File: config.mk
export PLATFORM = sky130hd
export DESIGN_NAME = rgb_frame_capture_flat
export DESIGN_NICKNAME = d
export VERILOG_FILES = /design/src/rtl/rgb_frame_capture_if.sv /design/src/rtl/rgb_frame_capture.sv /design/src/flat_wrapper.sv
export SDC_FILE = /design/constraint.sdc
export NUM_CORES = 1
export LEC_CHECK = 0
export ABC_AREA = 0
export BUFFER_PORTS_ARGS = -buffer_cell sky130_fd_sc_hd__buf_2
export CORE_ASPECT_RATIO = 0.75
export CORE_MARGIN = 8
export CORE_UTILIZATION = 45
export CTS_CLUSTER_SIZE = 8
export DETAILED_ROUTE_END_ITERATION = 8
export PLACE_DENSITY = 0.69
export SLEW_MARGIN = 20
export SYNTH_ARGS = -nofsm -noshare
export SYNTH_HDL_FRONTEND = slang
export SYNTH_SLANG_ARGS = --single-unit
File: constraint.sdc
create_clock -name clk -period 6.2 [get_ports clk]
set_input_delay 1.86 -clock clk [delete_from_list [all_inputs] [get_ports clk]]
set_output_delay 1.86 -clock clk [all_outputs]
set_load 0.05 [all_outputs]
File: src/rtl/rgb_frame_capture_if.sv
// rgb_frame_capture_if: camera byte stream in, frame buffer write port out
// master: drives capture_frame and cam_*; sees wr_en, addr_out, data_out, busy, done
// slave : the capture block, the mirror image of master
interface rgb_frame_capture_if #(parameter int ADDR_W = 13);
  logic capture_frame;
  logic cam_vsync;
  logic cam_href;
  logic cam_byte_valid;
  logic [7:0] cam_data;
  logic wr_en;
  logic [ADDR_W-1:0] addr_out;
  logic [14:0] data_out;
  logic busy;
  logic done;
  modport master(
    output capture_frame, cam_vsync, cam_href, cam_byte_valid, cam_data,
    input wr_en, addr_out, data_out, busy, done
  );
  modport slave(
    input capture_frame, cam_vsync, cam_href, cam_byte_valid, cam_data,
    output wr_en, addr_out, data_out, busy, done
  );
endinterface

File: src/rtl/rgb_frame_capture.sv
// rgb_frame_capture: writes one RGB565 camera frame as RGB555 words to addresses 0..NUM_PIXELS-1
// clk, rst   : clock, asynchronous active-high reset
// bus.cam_*  : synchronised camera stream, two bytes per pixel, high byte first
// bus.wr_en/addr_out/data_out : registered buffer write, one cycle per pixel
// bus.busy/done : capture in progress, one-cycle pulse when the frame is written
module rgb_frame_capture #(
  parameter int NUM_PIXELS = 3072,
  parameter int ADDR_W = 13
) (
  input logic clk,
  input logic rst,
  rgb_frame_capture_if.slave bus
);
  typedef enum logic [2:0] {IDLE, WAIT_VS_HI, WAIT_VS_LO, CAPTURE, DONE} state_t;
  localparam logic [ADDR_W-1:0] LAST = ADDR_W'(NUM_PIXELS - 1);
  state_t state, state_n;
  logic [ADDR_W-1:0] pix_cnt, cnt_n, addr_n;
  logic phase_lo, lo_n, we_n;
  logic [7:0] hi_byte, hi_n;
  logic [14:0] data_n;
  always_comb begin
    state_n = state;
    cnt_n = pix_cnt;
    lo_n = phase_lo;
    hi_n = hi_byte;
    we_n = 1'b0;
    addr_n = bus.addr_out;
    data_n = bus.data_out;
    case (state)
      IDLE: begin
        cnt_n = '0;
        lo_n = 1'b0;
        state_n = bus.capture_frame ? WAIT_VS_HI : IDLE;
      end
      WAIT_VS_HI: state_n = bus.cam_vsync ? WAIT_VS_LO : WAIT_VS_HI;
      WAIT_VS_LO: state_n = bus.cam_vsync ? WAIT_VS_LO : CAPTURE;
      CAPTURE: begin
        if (bus.cam_vsync) begin
          // short frame: rearm for the next frame from address 0
          cnt_n = '0;
          lo_n = 1'b0;
          state_n = WAIT_VS_LO;
        end else if (!bus.cam_href) begin
          lo_n = 1'b0;
        end else if (bus.cam_byte_valid) begin
          if (!phase_lo) begin
            hi_n = bus.cam_data;
            lo_n = 1'b1;
          end else begin
            // G keeps its five MSBs; lo[5] is the dropped G LSB
            we_n = 1'b1;
            addr_n = pix_cnt;
            data_n = {hi_byte, bus.cam_data[7:6], bus.cam_data[4:0]};
            cnt_n = pix_cnt + 1'b1;
            lo_n = 1'b0;
            state_n = pix_cnt == LAST ? DONE : CAPTURE;
          end
        end
      end
      DONE: state_n = IDLE;
      default: state_n = IDLE;
    endcase
  end
  always_ff @(posedge clk or posedge rst) begin
    if (rst) begin
      state <= IDLE;
      pix_cnt <= '0;
      phase_lo <= 1'b0;
      hi_byte <= '0;
      bus.wr_en <= 1'b0;
      bus.addr_out <= '0;
      bus.data_out <= '0;
      bus.busy <= 1'b0;
      bus.done <= 1'b0;
    end else begin
      state <= state_n;
      pix_cnt <= cnt_n;
      phase_lo <= lo_n;
      hi_byte <= hi_n;
      bus.wr_en <= we_n;
      bus.addr_out <= addr_n;
      bus.data_out <= data_n;
      bus.busy <= state_n != IDLE;
      bus.done <= state == DONE;
    end
  end
endmodule

File: src/flat_wrapper.sv
// flat-port wrapper written by rule: the top's interface ports become plain ports
module rgb_frame_capture_flat 
#(
  parameter int NUM_PIXELS = 3072,
  parameter int ADDR_W = 13
)
  (clk, rst, bus_capture_frame, bus_cam_vsync, bus_cam_href, bus_cam_byte_valid, bus_cam_data, bus_wr_en, bus_addr_out, bus_data_out, bus_busy, bus_done);
  rgb_frame_capture_if #(.ADDR_W(ADDR_W)) bus_i ();
  input logic clk;
  input logic rst;
  input wire logic [$bits(bus_i.capture_frame)-1:0] bus_capture_frame;
  input wire logic [$bits(bus_i.cam_vsync)-1:0] bus_cam_vsync;
  input wire logic [$bits(bus_i.cam_href)-1:0] bus_cam_href;
  input wire logic [$bits(bus_i.cam_byte_valid)-1:0] bus_cam_byte_valid;
  input wire logic [$bits(bus_i.cam_data)-1:0] bus_cam_data;
  output wire logic [$bits(bus_i.wr_en)-1:0] bus_wr_en;
  output wire logic [$bits(bus_i.addr_out)-1:0] bus_addr_out;
  output wire logic [$bits(bus_i.data_out)-1:0] bus_data_out;
  output wire logic [$bits(bus_i.busy)-1:0] bus_busy;
  output wire logic [$bits(bus_i.done)-1:0] bus_done;
  assign bus_i.capture_frame = bus_capture_frame;
  assign bus_i.cam_vsync = bus_cam_vsync;
  assign bus_i.cam_href = bus_cam_href;
  assign bus_i.cam_byte_valid = bus_cam_byte_valid;
  assign bus_i.cam_data = bus_cam_data;
  assign bus_wr_en = bus_i.wr_en;
  assign bus_addr_out = bus_i.addr_out;
  assign bus_data_out = bus_i.data_out;
  assign bus_busy = bus_i.busy;
  assign bus_done = bus_i.done;
  rgb_frame_capture #(.NUM_PIXELS(NUM_PIXELS), .ADDR_W(ADDR_W)) u_core (.clk(clk), .rst(rst), .bus(bus_i));
endmodule
==> impl_results.md <==
* Cts hold-fix bufs at 0
* Max-slew violation count at 0
* Crit path time final at 3.65 ns
* Post-CTS Repair Setup Buffers at 0
* Die area at 8060 sq um
* First-pass GRT wire length at 8160 um
* Largest net degree at the start of global routing at 57
* Root buffer cell: clkbuf_8
* Final RePlAce weighted congestion at 0.770
* Slew margin rel. at 0.447
* Placement Rows at 23
* H-tree levels at 2
* Largest family of logic cells by synthesized area: multiplexers
* RSZ-0062 raised after global routing: false
* Worst-Margin Slew at 0.827 ns
* Synth Area in Compound Gates at 0.0933
* Setup CP Type: input pin to register
* Register bit total from synthesis at 56
* Seq/Total Area, Yosys at 0.574
* Worst R2R Setup Slack at 3.54 ns
* Max Freq at 0.274 GHz
* PD cells at 263 nW/um^2
* Initial antenna violation count at 0
* Vias in the first global route at 1672
* CP cell instances: buf_2, nand4_1, nor3_1, nand2_1, inv_1, mux2_2
* Detailed placement HPWL at 3270 um
* Period utilization at 0.588
* Ys Warns at 0
* Chip width at 101 um
* CTS tree: done
* Synthesis-to-finish area growth at 14.4%
* Pre-Repair DR Iteration Count at 4
* Final setup vio count at 0
* Nets at 245
* CTS Buf Count at 5
* Antenna fix cells at 0
* Ports at 45
* Hold WS at 0.511 ns
* Sink Count at 56
* Simple-gate share of the synthesized area at 0.116
* Post-cts resize count at 0
* Initial Utilization at 0.461
* Grt ovf at 0
* GRT Total Usage at 0.127
* Buffers on Ports at 44
* CP Capture Type: register
* VDD IR max at 153 uV
* Synth Area in XOR/XNOR at 0.0113
* Setup TNS at 0 ns
* Max clock buf depth at 2
* Critical path data arrival time at 3.85 ns
* Crit-path max cell delay at 0.73 ns
* Crit-path max FO at 21
* Portion of netlist area occupied by mux cells at 0.166
* Utilization after layout at 0.527
* Static leakage at 1.37 nW
* Startpoint Class: input pin
* MaxCap Viol Count at 0
* Antenna viol nets, final at 0
* DR WL/cell at 15.3 um
* Layout cells sized above 1 at 0.420
* Post-synthesis net count at 203
* Clock transition at path regs at 0.10 ns
* Fraction of the mapped netlist area in adder cells at 0.00513
* Syn Inst Count at 188
* HP Class: register to register
* Slowest cell on crit path: inv_1
* Setup Skew at 0.00797 ns
* Status: completed
* Syn_area_per_cell at 13.0 sq um
* Post-DP Area at 2700 sq um
* Synthesized cell area at 2440 sq um
* Final Hold Fails at 0
* Routed vias at 1594
* Core Area at 5300 sq um
* Via-to-Cell Ratio at 5.21
* Unique masters post-synth at 37
* Clock Latency Late Sink at 0.31 ns
* DRC Markers at 0
* Iter 0 DRT Violations at 97
* Post-Route WL at 4690 um
* Design Area, Final at 2790 sq um
* Chip height at 79.8 um
* Crit path required time at 6.40 ns
critical path: cells and delay by family:
family | cells | cell delay [ns]
buffers and inverters | 2 | 0.82
and+or+nand+nor | 3 | 0.74
muxes | 1 | 0.42
flip-flops by register name, indices dropped and copies added, names as in the netlist:
register	flops
u_core.phase_lo	1
u_core.state	3
u_core.bus.wr_en	1
u_core.pix_cnt	13
u_core.hi_byte	8
u_core.bus.data_out	15
u_core.bus.addr_out	13
u_core.bus.busy	1
u_core.bus.done	1
layout make-up:
type                       count  area (sq um)
timing repair buffer          45           228
clock buffer                   5          68.8
clock inverter                 3          23.8
inverter                       5          18.8
fill                         490          2500
multi-input combinational    117           957
sequential                    56          1400
tap                           75          93.8
cell usage in the layout, fill, tap and decap left out, types with 2 or more instances in the layout:
cell type / Yosys / layout
clkinvlp_4: 0 / 2
nor4_1: 2 / 2
o211ai_1: 2 / 2
o21ai_0: 5 / 5
and4_1: 3 / 3
nand3_1: 5 / 5
nor2_1: 3 / 3
or4_1: 6 / 6
mux2_2: 36 / 36
clkbuf_8: 0 / 5
nand2_1: 13 / 13
o31ai_1: 4 / 4
or3_1: 3 / 3
o21a_1: 3 / 3
inv_1: 5 / 4
nand4_1: 3 / 3
nor3b_1: 2 / 2
dfrtp_1: 56 / 56
buf_2: 3 / 44
and3_1: 2 / 2
a21o_1: 2 / 2
a21oi_1: 9 / 9
power by group:
| group | total, W | leakage, nW | switching [W] | internal, W |
|---|---|---|---|---|
| sequential | 0.000409 | 0.746 | 0.0000156 | 0.000394 |
| clock | 0.000202 | 0.0404 | 0.000122 | 0.0000802 |
| combinational | 0.000122 | 0.586 | 0.0000842 | 0.0000383 |
| total | 0.000733 | 1.37 | 0.000221 | 0.000512 |
per-layer routing:
| metal | up-vias | part of all wire | track usage |
|---|---|---|---|
| met1 | 789 | 0.49 | 0.165 |
| met2 | 32 | 0.44 | 0.198 |
| met5 | - | 0 | 0 |
| li1 | 769 | - | - |
| met3 | 4 | 0.056 | 0.0462 |
| met4 | 0 | 0.013 | 0.0311 |
path summary, 6_finish.rpt:
| check | start | end | depth (start not counted) |
|---|---|---|---|
| max | bus_cam_href | u_core.bus.addr_out[9] | 6 |
| max in group asynchronous | rst | u_core.bus.wr_en | 3 |
| max reg2reg | u_core.state[0] | u_core.bus.addr_out[9] | 5 |
| min | u_core.bus.data_out[0] | u_core.bus.data_out[0] | 1 |
| min reg2reg | u_core.bus.data_out[0] | u_core.bus.data_out[0] | 1 |
| min in group asynchronous | rst | u_core.bus.addr_out[3] | 3 |
kinds of logic (layout without fill, tap and decap cells):
kind of cell    Yosys count  in the layout
fa+ha+maj                 1              1
simple gates             47             47
compound gates           32             32
mux                      36             36
flops                    56             56
xor+xnor                  1              1
buf+inv                  15             58
Yosys cell counts:
cell type  number  area, sq um
o21bai_1        1         7.51
o21a_1          3         22.5
or2_2           1         6.26
buf_6           1         11.3
o31a_1          1         8.76
and3_1          2         12.5
nor4_1          2         12.5
a21oi_1         9         45.0
o21ai_0         5         25.0
o311ai_4        1         26.3
a21o_1          2         15.0
o211ai_1        2         15.0
a22o_1          1         8.76
o31ai_1         4         30.0
or3_1           3         18.8
dfrtp_1        56         1400
a21oi_2         1         8.76
a31o_2          1         8.76
nand3_1         5         25.0
and4_1          3         26.3
nor3b_1         2         15.0
mux2_2         36          405
and2_1          1         6.26
nor3_1          1         5.00
xnor2_4         1         27.5
buf_4           4         30.0
inv_1           5         18.8
a31oi_1         1         6.26
nor2_1          3         11.3
nand2_1        13         48.8
and3_4          1         11.3
clkbuf_1        2         7.51
or4_1           6         45.0
ha_1            1         12.5
buf_2           3         15.0
nand4_1         3         18.8
nor4_4          1         21.3
per-stage QoR:
stage	setup WS [ns]	total power, W	cells
after floorplan	2.97	0.000509	188
after global routing	2.28	0.000767	306
after global placement	2.23	0.000538	298
final	2.55	0.000733	306
after detailed placement	2.21	0.000541	298
after CTS	2.52	0.000742	306
No activity file was read; power rests on OpenSTA's default activity.
